==> src/rtl/edge_pkg.sv <==
// Shared edge-mode encodings and elaboration helpers for the multi-channel edge detector.
package edge_pkg;

    localparam logic [1:0] EDGE_OFF  = 2'b00;
    localparam logic [1:0] EDGE_RISE = 2'b01;
    localparam logic [1:0] EDGE_FALL = 2'b10;
    localparam logic [1:0] EDGE_BOTH = 2'b11;

    // Ceiling log2, used to size the debounce counter at elaboration time.
    function automatic int clog2(input int value);
        int result;
        result = 0;
        for (int v = value - 1; v > 0; v = v >> 1) begin
            result = result + 1;
        end
        return result;
    endfunction

endpackage

==> src/rtl/edge_ch.sv <==
// One conditioned input channel: synchroniser, debounce filter, edge select,
// one-cycle tick, sticky pending flag and saturating event counter.
module edge_ch
    import edge_pkg::*;
#(
    parameter int SYNC_STAGES = 2,
    parameter int DB_CYCLES   = 4,
    parameter int CNT_W       = 8,
    parameter bit RESET_LEVEL = 1'b1
) (
    input  logic             clk,
    input  logic             rst,
    input  logic             d,
    input  logic [1:0]       edge_sel,
    input  logic             clr,
    output logic             level,
    output logic             tick,
    output logic             pend,
    output logic [CNT_W-1:0] cnt
);

    localparam int                DB_W    = (DB_CYCLES > 1) ? clog2(DB_CYCLES) : 1;
    localparam logic [DB_W-1:0]   DB_LAST = DB_W'(DB_CYCLES - 1);
    localparam logic [CNT_W-1:0]  CNT_MAX = '1;

    logic [SYNC_STAGES-1:0] sync_q;
    logic                   s;
    logic [DB_W-1:0]        db_cnt;
    logic                   accept;
    logic                   tick_en;

    function automatic logic [CNT_W-1:0] sat_inc(input logic [CNT_W-1:0] v);
        return (v == CNT_MAX) ? v : v + CNT_W'(1);
    endfunction

    assign s      = sync_q[SYNC_STAGES-1];
    assign accept = (s != level) && (db_cnt == DB_LAST);

    // The mode is judged against the level being accepted, i.e. the new value s.
    always_comb begin
        tick_en = 1'b0;
        case (edge_sel)
            EDGE_OFF:  tick_en = 1'b0;
            EDGE_RISE: tick_en = s;
            EDGE_FALL: tick_en = ~s;
            EDGE_BOTH: tick_en = 1'b1;
            default:   tick_en = 1'b0;
        endcase
    end

    always_ff @(posedge clk or posedge rst) begin
        if (rst) begin
            sync_q <= {SYNC_STAGES{RESET_LEVEL}};
        end else begin
            sync_q <= {sync_q[SYNC_STAGES-2:0], d};
        end
    end

    // Any sample equal to the current level restarts the qualification window.
    always_ff @(posedge clk or posedge rst) begin
        if (rst) begin
            level  <= RESET_LEVEL;
            db_cnt <= '0;
        end else if (s == level) begin
            db_cnt <= '0;
        end else if (db_cnt == DB_LAST) begin
            level  <= s;
            db_cnt <= '0;
        end else begin
            db_cnt <= db_cnt + DB_W'(1);
        end
    end

    always_ff @(posedge clk or posedge rst) begin
        if (rst) begin
            tick <= 1'b0;
        end else begin
            tick <= accept & tick_en;
        end
    end

    // A tick coinciding with clr wins: the flag stays set and the count restarts at one.
    always_ff @(posedge clk or posedge rst) begin
        if (rst) begin
            pend <= 1'b0;
            cnt  <= '0;
        end else if (tick) begin
            pend <= 1'b1;
            cnt  <= clr ? CNT_W'(1) : sat_inc(cnt);
        end else if (clr) begin
            pend <= 1'b0;
            cnt  <= '0;
        end
    end

endmodule

==> src/rtl/multi_edge_detect.sv <==
// Multi-channel input conditioner: CH independent edge_ch channels plus a
// registered interrupt that reports any pending channel.
module multi_edge_detect
    import edge_pkg::*;
#(
    parameter int CH          = 4,
    parameter int SYNC_STAGES = 2,
    parameter int DB_CYCLES   = 4,
    parameter int CNT_W       = 8,
    parameter bit RESET_LEVEL = 1'b1
) (
    input  logic                clk,
    input  logic                rst,
    input  logic [CH-1:0]       d,
    input  logic [2*CH-1:0]     edge_sel,
    input  logic [CH-1:0]       clr,
    output logic [CH-1:0]       level,
    output logic [CH-1:0]       tick,
    output logic [CH-1:0]       pend,
    output logic [CH*CNT_W-1:0] cnt,
    output logic                irq
);

    for (genvar i = 0; i < CH; i++) begin : g_ch
        edge_ch #(
            .SYNC_STAGES (SYNC_STAGES),
            .DB_CYCLES   (DB_CYCLES),
            .CNT_W       (CNT_W),
            .RESET_LEVEL (RESET_LEVEL)
        ) u_ch (
            .clk      (clk),
            .rst      (rst),
            .d        (d[i]),
            .edge_sel (edge_sel[2*i +: 2]),
            .clr      (clr[i]),
            .level    (level[i]),
            .tick     (tick[i]),
            .pend     (pend[i]),
            .cnt      (cnt[CNT_W*i +: CNT_W])
        );
    end

    always_ff @(posedge clk or posedge rst) begin
        if (rst) begin
            irq <= 1'b0;
        end else begin
            irq <= |pend;
        end
    end

endmodule

==> config.mk <==
export PLATFORM = sky130hd
export DESIGN_NAME = multi_edge_detect
export DESIGN_NICKNAME = d
export VERILOG_FILES = /design/src/rtl/edge_pkg.sv /design/src/rtl/edge_ch.sv /design/src/rtl/multi_edge_detect.sv
export SDC_FILE = /design/constraint.sdc
export NUM_CORES = 1
export LEC_CHECK = 0
export CAP_MARGIN = 20
export CORE_AREA = 2 2 79 81
export CTS_CLUSTER_DIAMETER = 50
export DETAILED_ROUTE_END_ITERATION = 8
export DIE_AREA = 0 0 81 83
export GPL_TIMING_DRIVEN = 0
export MAX_ROUTING_LAYER = met4
export PLACE_DENSITY = 0.79
export SYNTH_ARGS = -nofsm -noshare
export SYNTH_HDL_FRONTEND = slang
export SYNTH_HIERARCHICAL = 1
export SYNTH_SLANG_ARGS = --single-unit
==> constraint.sdc <==
create_clock -name clk -period 1.85 [get_ports clk]
set_input_delay 0.4625 -clock clk [delete_from_list [all_inputs] [get_ports clk]]
set_output_delay 0.4625 -clock clk [all_outputs]
set_load 0.005 [all_outputs]
==> impl_results.md <==
* Via/cell ratio at approximately 5.6
* FF+latch count, synth at 61
* Sequential share of the synthesized area at approximately 52%
* Design Area, Final at approximately 3900 um^2
* CTS tree: yes
* CP Capture Type: output port
* Detailed Place HPWL at roughly 4500 um
* Asr flop ratio synth at 100.0%
* Root buf cell: clkbuf_8
* Die H at around 83 um
* All-Layer GR Usage at between 20% and 30%
* DRC viols at 0
* Pwr dens at 859.9 nW/um^2
* Crit-path cells: clkdlybuf4s50_1
* Routed len/inst at between 15 and 20 um
* Reg-to-Reg End: g_ch[3].u_ch/cnt[3]
* Clock Skews at a little under 6 ps
* Post-synth EDFFs at 0
* 1st-pass router iterations at 4
* Slew margin rel. at between 50 and 60%
* Post-synth top area share at around two fifths
* Placed cell areas at 3646 um^2
* Post-Route WL at 6426 um
* Die ar. at approximately 6700 um^2
* Cell count after synthesis at 267
* RePlAce Congestion at approximately 0.83
* Synth Flop Type: dfrtp_1
* Clock Tree Buf Depth at 2
* Origin of the worst setup path: g_ch[1].u_ch/cnt[4]
* CTS Hold Bufs at 0
* Total power at approximately 3.3 mW
* Antenna viol nets, final at 0
* Syn_nets at 293
* Initial antenna violation count at 0
* WP data required at between 1000 and 1500 ps
* CP Depth at 1
* Crit path buf inv count at 1
* Final period utilization at a little under 100%
* Least-Margin Pin Slew at between 600 and 700 ps
* Vias in the first global route at 2287
* Count of final setup violators at 0
* Crit Path Class: flop to output port
* Fin nets at between 300 and 400
* Final Max Tran Viols at 0
* Fmax at approximately 560 MHz
* Area growth from synthesis to layout at 31.31%
* Peak supply drop at around 720 uV
* First-pass GRT wire length at roughly 11000 um
* Outcome: completed
* I/O pin cnt at 63
* Tmin final at between 1500 and 2000 ps
* ANT cells at 0
* Row count at 28
* Initial DRC count at between 100 and 150
* Starting Density at slightly above 50%
* Worst min-delay path class: input port to flop
* Final core occ at around two thirds
* Vias at about 2400
* LEAKAGE at about 1.6 nW
* Clk pin slew, worst setup/hold paths at ~60 ps
* Buffers on Ports at 61
* Worst Setup EP: cnt[12]
* Layout cells sized above 1 at a little under a fifth
* Horiz. Die Dim at 81 um
* Family with the most delay on the worst path: buffers and inverters
* Area contributors post-synth: dfrtp_1 (42%), dfstp_2 (11%), ha_1 (3.4%), a21oi_1 (2.7%), a211oi_1 (2.6%)
* CTS H-tree depth at 3
* Routed wl met2 at between 3000 and 4000 um
* Mapped Avg Cell Area at 11.02 um^2
* DR WL met3 at 221 um
* Synth cell types at 41
* Worst reg2reg setup slack at around 280 ps
* Top Layer Used: met4
* Arr. time, crit path at 1340 ps
* Synth Warn # at 6
* Cell Area, Synth at 2942 um^2
* Worst Path Max Fanout at 7
* Worst-Skew Late Latency at 330 ps
* Max incr delay on CP at 540 ps
* Biggest area consumer among synthesized cells: dfrtp_1
* Grt ovf at 0
* Final Hold Viols at 0
* Sink Count at a little over 60
* Worst hold margin at between 300 and 400 ps
* TritonCTS Buffers at 9
* Unrepaired setup endpoints after global routing: false
* Reg2Reg Depth at 4
* Setup TNS at 0 ps
* Largest net degree at the start of global routing at 16
* Element type at the critical path start: flop
* CP max-delay cell: clkdlybuf4s50_1
* Number of max-cap violations at 0
* Core area at around 5800 um^2
* RR Startpoint: g_ch[3].u_ch/cnt[0]
* Post-Route M1 WL at between 2000 and 3000 um
==> layer usage <==
metal | GRT usage [%] | vias up
met3 | 4.348 | 9
met1 | 27.85 | 1158
li1 | - | 1142
met5 | - | -
met4 | 9.707 | 0
met2 | 31.93 | 45
==> registers in the layout, indices dropped and copies added (netlist names) <==
register / cells
g_ch.u_ch/pend: 4
g_ch.u_ch/sync_q: 8
g_ch.u_ch/db_cnt: 8
g_ch.u_ch/level: 4
irq: 1
g_ch.u_ch/cnt: 32
g_ch.u_ch/tick: 4
==> cells by family after synthesis <==
logic type	Yosys count	share of synthesized area, %
adder cells (fa/ha/maj)	8	3.403
AND/OR/NAND/NOR	96	19.57
XOR/XNOR	4	1.191
buffers and inverters	21	3.743
multiplexers	11	4.423
flip-flops	61	52.40
AO/OA/AOI/OAI	66	15.27
==> cell usage after synthesis (2+ instances only) <==
cell,instances
a211o_1,3
a211oi_1,10
a21boi_0,3
a21oi_1,16
a21oi_2,4
a311oi_1,6
a31oi_1,7
a41oi_1,6
and2_1,4
and3_1,7
and3_2,3
and4_1,6
and4_2,2
buf_6,4
clkbuf_1,3
dfrtp_1,49
dfstp_2,12
ha_1,8
inv_1,13
mux2_2,4
mux2_4,3
mux2i_1,4
nand2_1,14
nand2b_1,6
nand3_1,6
nand3b_1,5
nand4_1,4
nand4b_1,3
nor2_1,9
nor2b_1,10
nor3_1,8
nor3b_1,3
o21ai_0,9
or2_2,3
xnor2_1,4
==> metrics by stage <==
stage	instances	worst slack, ps
after floorplan	267	383.3
after global placement	403	11.28
after detailed placement	403	-19.10
after CTS	423	0.04863
after global routing	423	1.930
final	423	49.58
==> power breakdown <==
part | total (mW) | switching (mW) | internal (mW)
logic | 0.665 | 0.266 | 0.399
registers | 1.65 | 0.114 | 1.54
clock network | 1.00 | 0.482 | 0.520
==> worst min path at each step <==
stage,depth (start not counted),end,slack (ps),from
3_5_place_dp,0,g_ch[2].u_ch/sync_q[1],350,g_ch[2].u_ch/sync_q[0]
4_1_cts,2,g_ch[0].u_ch/cnt[6],320,clr[0]
2_1_floorplan,1,irq,190,rst
5_1_grt,2,g_ch[0].u_ch/cnt[6],320,clr[0]
3_3_place_gp,0,g_ch[3].u_ch/sync_q[1],350,g_ch[3].u_ch/sync_q[0]
6_report,2,g_ch[0].u_ch/cnt[6],330,clr[0]
==> placed cells by master (no fill, tap or decap), types with 5 or more instances in the layout <==
master	instances
nor3_1	8
a31oi_1	7
nor2b_1	10
nand2b_1	6
clkdlybuf4s50_1	57
clkbuf_1	7
nand2_1	14
o21ai_0	9
a211oi_1	10
nand3_1	6
dfrtp_2	11
a311oi_1	6
dfrtp_1	38
nor2_1	9
ha_1	8
a41oi_1	6
dfstp_2	12
clkbuf_8	10
and4_1	6
inv_1	13
and3_1	7
nand3b_1	5
a21oi_1	16
==> area by class of cell <==
class | count | area [um^2]
Inverter | 13 | 48.80
Timing Repair Buffer | 65 | 650.6
Clock buffer | 14 | 152.6
Sequential cell | 61 | 1555
Multi-Input combinational cell | 185 | 1290
Clock inverter | 2 | 10.01
Buffer | 8 | 61.31
Tap cell | 75 | 93.84
Fill cell | 468 | 1953
==> what timing repair did <==
item / in CTS / in global routing
resized for setup: 2 / 13
setup endpoints to repair: 6 / 13
buffers inserted: 4 / 0
Note: power is estimated with default switching activity, not from simulation.
